<file path="config.mk">
export PLATFORM = sky130hd
export DESIGN_NAME = freq_meter
export DESIGN_NICKNAME = d
export VERILOG_FILES = /design/src/rtl/freq_meter_pkg.sv /design/src/rtl/freq_meter_sync_edge_detect.sv /design/src/rtl/freq_meter.sv
export SDC_FILE = /design/constraint.sdc
export NUM_CORES = 1
export LEC_CHECK = 0
export CAP_MARGIN = 20
export CORE_ASPECT_RATIO = 1.5
export CORE_MARGIN = 2
export CORE_UTILIZATION = 45
export CTS_CLUSTER_DIAMETER = 30
export DETAILED_ROUTE_END_ITERATION = 10
export DONT_BUFFER_PORTS = 1
export MAX_ROUTING_LAYER = met4
export PLACE_DENSITY = 0.57
export SKIP_CTS_REPAIR_TIMING = 1
export SLEW_MARGIN = 10
export SYNTH_ARGS = -nofsm -noshare
export SYNTH_HDL_FRONTEND = slang
export SYNTH_SLANG_ARGS = --single-unit
</file>
<file path="constraint.sdc">
create_clock -name basys_clk -period 3.2 [get_ports basys_clk]
set_input_delay 0.64 -clock basys_clk [delete_from_list [all_inputs] [get_ports basys_clk]]
set_output_delay 0.64 -clock basys_clk [all_outputs]
set_load 0.05 [all_outputs]
</file>
<file path="src/rtl/freq_meter_pkg.sv">
// ---------------------------------------------------------------------------
// freq_meter_pkg
// Shared definitions for the frequency meter: measurement state encoding and
// default constants used as parameter defaults by freq_meter and
// sync_edge_detect.
// Ports: none (package).
// ---------------------------------------------------------------------------
package freq_meter_pkg;

  typedef enum logic [1:0] {
    IDLE    = 2'd0,
    MEASURE = 2'd1,
    LOST    = 2'd2
  } state_t;

  localparam int unsigned CLK_HZ              = 100_000_000;
  // Eighth of a second at 100 MHz without an edge means the signal is gone.
  localparam int unsigned DEFAULT_TIMEOUT     = CLK_HZ / 8;
  localparam int unsigned DEFAULT_MIN_PERIOD  = 4;
  localparam int unsigned DEFAULT_SYNC_STAGES = 2;

endpackage

</file>
<file path="src/rtl/freq_meter_sync_edge_detect.sv">
// ---------------------------------------------------------------------------
// sync_edge_detect
// Brings an asynchronous slow signal into the basys_clk domain through a
// flop chain and produces a registered one-cycle pulse on each rising edge.
// All flops reset to 1 so an input already high at reset release does not
// look like a rising edge.
// Ports:
//   basys_clk  in   system clock
//   rst_n      in   synchronous active-low reset
//   async_in   in   asynchronous input
//   rise_pulse out  one-cycle pulse, SYNC_STAGES+1 cycles after an async_in rise
// ---------------------------------------------------------------------------
module sync_edge_detect
  import freq_meter_pkg::*;
#(
  parameter int unsigned SYNC_STAGES = DEFAULT_SYNC_STAGES
) (
  input  logic basys_clk,
  input  logic rst_n,
  input  logic async_in,
  output logic rise_pulse
);

  logic [SYNC_STAGES-1:0] r_sync;
  logic                   r_prev;
  logic                   r_rise;

  // Synchronizer chain, previous-sample flop and registered edge pulse.
  always_ff @(posedge basys_clk) begin
    if (!rst_n) begin
      r_sync <= '1;
      r_prev <= 1'b1;
      r_rise <= 1'b0;
    end else begin
      r_sync <= {r_sync[SYNC_STAGES-2:0], async_in};
      r_prev <= r_sync[SYNC_STAGES-1];
      r_rise <= r_sync[SYNC_STAGES-1] & ~r_prev;
    end
  end

  assign rise_pulse = r_rise;

endmodule

</file>
<file path="src/rtl/freq_meter.sv">
// ---------------------------------------------------------------------------
// freq_meter
// Measures the rising-to-rising period of a slow asynchronous square wave in
// basys_clk cycles. Each new period is reported with a one-cycle strobe;
// locked shows that a valid measurement exists, timeout shows that no edge
// has arrived for TIMEOUT cycles.
// Optional build macro: FREQ_METER_GLITCH_FILTER_EN -- when defined, edges
// closer than MIN_PERIOD cycles to the previous accepted edge are ignored.
// Ports:
//   basys_clk     in   system clock (100 MHz)
//   rst_n         in   synchronous active-low reset
//   sig_in        in   asynchronous signal to measure
//   period        out  last measured period [CNT_W]
//   period_valid  out  one-cycle strobe when period updates
//   locked        out  a period has been measured and no timeout since
//   timeout       out  signal declared lost
// ---------------------------------------------------------------------------
module freq_meter
  import freq_meter_pkg::*;
#(
  parameter int unsigned CNT_W       = 32,
  parameter int unsigned TIMEOUT     = DEFAULT_TIMEOUT,
  parameter int unsigned SYNC_STAGES = DEFAULT_SYNC_STAGES,
  parameter int unsigned MIN_PERIOD  = DEFAULT_MIN_PERIOD
) (
  input  logic             basys_clk,
  input  logic             rst_n,
  input  logic             sig_in,
  output logic [CNT_W-1:0] period,
  output logic             period_valid,
  output logic             locked,
  output logic             timeout
);

`ifdef FREQ_METER_GLITCH_FILTER_EN
  localparam bit GLITCH_EN = 1'b1;
`else
  localparam bit GLITCH_EN = 1'b0;
`endif

  localparam logic [CNT_W-1:0] CNT_MAX  = CNT_W'(TIMEOUT);
  // Compared against the current count so that LOST and a count of
  // TIMEOUT-1 become visible in the same cycle.
  localparam logic [CNT_W-1:0] CNT_LOSE = CNT_W'(TIMEOUT - 2);
  localparam logic [CNT_W-1:0] MIN_P    = CNT_W'(MIN_PERIOD);

  state_t           r_state;
  logic             r_measured;
  logic [CNT_W-1:0] r_cnt;
  logic [CNT_W-1:0] r_period;
  logic             r_valid;
  logic             r_locked;
  logic             r_timeout;

  logic             w_edge;
  logic [CNT_W-1:0] w_cntInc;
  logic             w_shortGap;
  logic             w_reject;
  logic             w_accept;

  sync_edge_detect #(
    .SYNC_STAGES (SYNC_STAGES)
  ) u_sync (
    .basys_clk  (basys_clk),
    .rst_n      (rst_n),
    .async_in   (sig_in),
    .rise_pulse (w_edge)
  );

  // cnt+1 is the period that would be reported if this cycle holds an edge.
  assign w_cntInc   = r_cnt + CNT_W'(1);
  assign w_shortGap = (w_cntInc < MIN_P);
  // Only edges inside a running measurement can be rejected as glitches.
  assign w_reject   = GLITCH_EN && (r_state == MEASURE) && w_shortGap;
  assign w_accept   = w_edge && !w_reject;

  // Cycles since the last accepted edge, saturating at TIMEOUT.
  always_ff @(posedge basys_clk) begin
    if (!rst_n) begin
      r_cnt <= '0;
    end else if (w_accept) begin
      r_cnt <= '0;
    end else if (r_cnt != CNT_MAX) begin
      r_cnt <= w_cntInc;
    end
  end

  // Measurement FSM with registered outputs. The arming edge records the
  // start reference, so the next accepted edge already yields a period.
  always_ff @(posedge basys_clk) begin
    if (!rst_n) begin
      r_state    <= IDLE;
      r_measured <= 1'b0;
      r_period   <= '0;
      r_valid    <= 1'b0;
      r_locked   <= 1'b0;
      r_timeout  <= 1'b0;
    end else begin
      r_valid <= 1'b0;
      case (r_state)
        IDLE: begin
          if (w_edge) begin
            r_state    <= MEASURE;
            r_measured <= 1'b1;
          end
        end
        MEASURE: begin
          if (w_accept) begin
            if (r_measured) begin
              r_period <= w_cntInc;
              r_valid  <= 1'b1;
              r_locked <= 1'b1;
            end else begin
              r_measured <= 1'b1;
            end
          end else if (r_cnt == CNT_LOSE) begin
            r_state    <= LOST;
            r_locked   <= 1'b0;
            r_timeout  <= 1'b1;
            r_measured <= 1'b0;
          end
        end
        LOST: begin
          if (w_edge) begin
            r_state    <= MEASURE;
            r_measured <= 1'b1;
            r_timeout  <= 1'b0;
          end
        end
        default: begin
          r_state <= IDLE;
        end
      endcase
    end
  end

  assign period       = r_period;
  assign period_valid = r_valid;
  assign locked       = r_locked;
  assign timeout      = r_timeout;

endmodule

</file>
==> impl_metrics.csv <==
group,metric,value,unit
outcome,outcome,"completed",
worst_hold_path,hold_start,"rst_n",
critical_path,required,3.42,ns
layout,fin_area,0.003349,mm^2
yosys,yosys.cell_count.top_type,"dfxtp_1",
timing,fin_tns_setup,0,ns
yosys,yosys-top-cells-area,"dfxtp_1 47%, nor2_1 6.3%, xnor2_1 5.0%, a21oi_1 4.1%, o21ai_0 3.8%",
floorplanning,core,0.006805,mm^2
drt,finalWirelength,6.728,mm
clock_network,h-tree-depth,3,
clock_network,clockBufferDepth,2,
placed_design,place_area,0.003159,mm^2
clock_network,cts_buffers,9,
floorplanning,die_h,106.5,um
clock_network,clkLatencyLatePin,0.36,ns
grt,grt_pass1_vias,2237,
yosys,synth_flop_cell,"dfxtp_1",
clock_network,cts.clk_slew.worst_paths,0.07,ns
clock_network,clockRootBuffer,"clkbuf_8",
placed_design,routabilityCongestion,0.8850,
drt,drcViolationCount,0,
critical_path,path_class,"register to register",
placed_design,dp.final_hpwl,4.642,mm
pwr,cellPowerDensity,491.4,mW/mm^2
clock_network,cts_tree,"built",
critical_path,slowest_stage,"or2_1",
yosys,synth_cells,340,
critical_path,end_kind,"register",
critical_path,regToRegSetupSlack,0.94,ns
timing,hold_viol_final,0,
yosys,syn-num-nets,346,
clock_network,cts.sinks,74,
layout,nets,340,
pwr,p_seq_frac,0.567,
grt,grt_max_degree,63,
yosys,yosysTopAreaCell,"dfxtp_1",
grt,grt_pass1_wl,11.18,mm
grt,antenna_found_initial,0,
pwr,power.total,1.646,mW
grt,track_usage,0.1985,
yosys,netlist.area_leader.share,0.4697,
floorplanning,die_w,72.36,um
yosys,synth_edf_count,0,
critical_path,cp_slowest_stage_delay,0.57,ns
critical_path,crit_chain,"inv_1 > ha_1 > nand2_1 > or4_1 > nor3_2 > or2_1 > nor2_1",
critical_path,reg2reg_depth,7,
layout,n_antenna_cell,0,
yosys,synth_seq_cells,74,
yosys,synth.avg_cell_area,9.277,um^2
placed_design,port_buffers,0,
worst_hold_path,hold_end,"u_sync.r_prev$_SDFF_PN1_",
floorplanning,pin_count,38,
worst_hold_path,min_path_cells,1,
yosys,yosysWarnings,0,
timing,post-route-min-period,2.264,ns
yosys,ys_types,42,
timing,rsz0062_at_grt,"no",
drt,first_pass_iters,4,
pwr,p_int,1.278,mW
critical_path,path_max_fanout,17,
critical_path,r2r-end,"r_cnt[27]$_SDFFE_PP0P_",
timing,fin_worst_skew,0.01032,ns
timing,max_slew_margin,0.3707,
layout,layout-drive-gt1-share,0.09440,
critical_path,r2r_start,"r_cnt[0]$_SDFFE_PP0P_",
critical_path,start_kind,"register",
pwr,peakVddDrop,0.0001906,V
timing,finalSetupViolCount,0,
yosys,postSynth.asyncResetShare,0,
yosys,ys_seq_area_frac,0.4697,
pwr,combPwrFrac,0.018,
pwr,switching_share,0.2233,
timing,worst_pin_slew,0.9439,ns
yosys,yosys-top-cells-count,"74 x dfxtp_1, 53 x nor2_1, 26 x a21oi_1",
critical_path,cp_top_family,"simple AND/OR/NAND/NOR gates",
critical_path,crit_arrival,2.49,ns
drt,num_vias,2320,
floorplanning,start_util,0.4635,
drt,viasPerCell,5.564,
drt,wire_per_inst,16.13,um
floorplanning,dieArea,0.007709,mm^2
pwr,pwr-share-clk,0.415,
timing,timing.fmax,441.8,MHz
layout,nFillCells,660,
pwr,power_switching,0.3676,mW
grt,grt-ovfl-total,0,
critical_path,critPathBufInv,1,
timing,finalCritPeriodShare,0.7074,
worst_hold_path,hp-class,"input pin to register",
drt,postRouteAntennaNets,0,
timing,maxSlewViolCount,0,
run,drv_cap,0,
floorplanning,core.rowCount,37,
layout,area_growth,6.188,%
pwr,p_leak,1.208,nW
yosys,synth_area,0.003154,mm^2
drt,drt_iter0_drc,142,
## per-layer routing
| layer | part of all wire | global-route usage | vias to the layer above |
|---|---|---|---|
| li1 | - | - | 1169 |
| met1 | 0.42 | 0.2315 | 1086 |
| met2 | 0.51 | 0.3067 | 47 |
| met3 | 0.040 | 0.04360 | 18 |
| met4 | 0.031 | 0.1213 | 0 |
| met5 | 0 | - | - |
## cells by family (layout without fill, tap and decap cells)
logic type | count (synthesis) | in the layout | share of synthesized area
AO/OA/AOI/OAI | 62 | 62 | 0.1095
multiplexers | 1 | 1 | 0.003173
XOR/XNOR | 31 | 31 | 0.08608
flip-flops | 74 | 74 | 0.4697
buffers and inverters | 25 | 24 | 0.04165
adder cells (fa/ha/maj) | 3 | 3 | 0.01190
AND/OR/NAND/NOR | 144 | 144 | 0.2781
## power groups by stage
stage	clock network, mW	logic, mW	registers, mW
finish	0.683	0.0291	0.933
global route	0.742	0.0334	0.934
CTS	0.710	0.0299	0.933
detailed placement	0	0.0296	0.955
global placement	0	0.0296	0.954
floorplan	0	0.0277	0.953
## metrics by stage
step,setup WS [ns],util,hold WS (ns),cells
3_5_place_dp,0.9340,0.4642,0.3867,401
3_3_place_gp,1.006,0.4642,0.3805,401
6_report,0.9365,0.4922,0.3536,417
4_1_cts,0.9324,0.4922,0.3316,417
5_1_grt,0.7509,0.4922,0.3503,417
2_1_floorplan,1.298,-,0.3670,340
## worst max path at each step
stage	slack, ns	start	to	cells past startpoint
floorplan	1.30	r_cnt[0]$_SDFFE_PP0P_	r_cnt[29]$_SDFFE_PP0P_	9
global placement	1.01	r_cnt[0]$_SDFFE_PP0P_	r_cnt[22]$_SDFFE_PP0P_	7
detailed placement	0.93	r_cnt[0]$_SDFFE_PP0P_	r_cnt[22]$_SDFFE_PP0P_	7
CTS	0.93	r_cnt[0]$_SDFFE_PP0P_	r_cnt[24]$_SDFFE_PP0P_	7
global route	0.75	r_cnt[0]$_SDFFE_PP0P_	r_cnt[28]$_SDFFE_PP0P_	7
finish	0.94	r_cnt[0]$_SDFFE_PP0P_	r_cnt[27]$_SDFFE_PP0P_	7
## placed cells by master (no fill, tap or decap), drive strengths merged, types with 3 or more instances in the layout
| cell type | count |
|---|---|
| nand2 | 14 |
| inv | 5 |
| clkinv | 3 |
| o21ai | 24 |
| and3 | 6 |
| a211oi | 8 |
| ha | 3 |
| xor2 | 13 |
| nor4 | 10 |
| nor3 | 7 |
| nand2b | 4 |
| nand4 | 10 |
| nor4b | 3 |
| a21oi | 26 |
| nor2b | 5 |
| clkbuf | 12 |
| dfxtp | 74 |
| nor2 | 53 |
| nand3 | 17 |
| xnor2 | 18 |
## area by class of cell
type                            instances  area, um^2  area share
Sequential cell                        74        1481      0.4423
Inverter                                6       22.52    0.006724
Multi-Input combinational cell        241        1543      0.4606
Timing Repair Buffer                    2       15.01    0.004483
Tap cell                               78       97.59     0.02914
Clock inverter                          4       25.02    0.007471
Clock buffer                           12       165.2     0.04931
## flip-flops by register name, indices dropped and copies added, names as in the netlist
name               cells
r_measured             1
u_sync.rise_pulse      1
r_cnt                 32
locked                 1
u_sync.r_sync          2
timeout                1
u_sync.r_prev          1
r_state                2
period_valid           1
period                32
## worst register-to-register path: stages (launching register included)
cell and delay [ns]:
dfxtp_1 0.38, inv_1 0.14, ha_1 0.16, nand2_1 0.05
or4_1 0.42, nor3_2 0.30, or2_1 0.57, nor2_1 0.11
(Power assumes the default switching activity.)
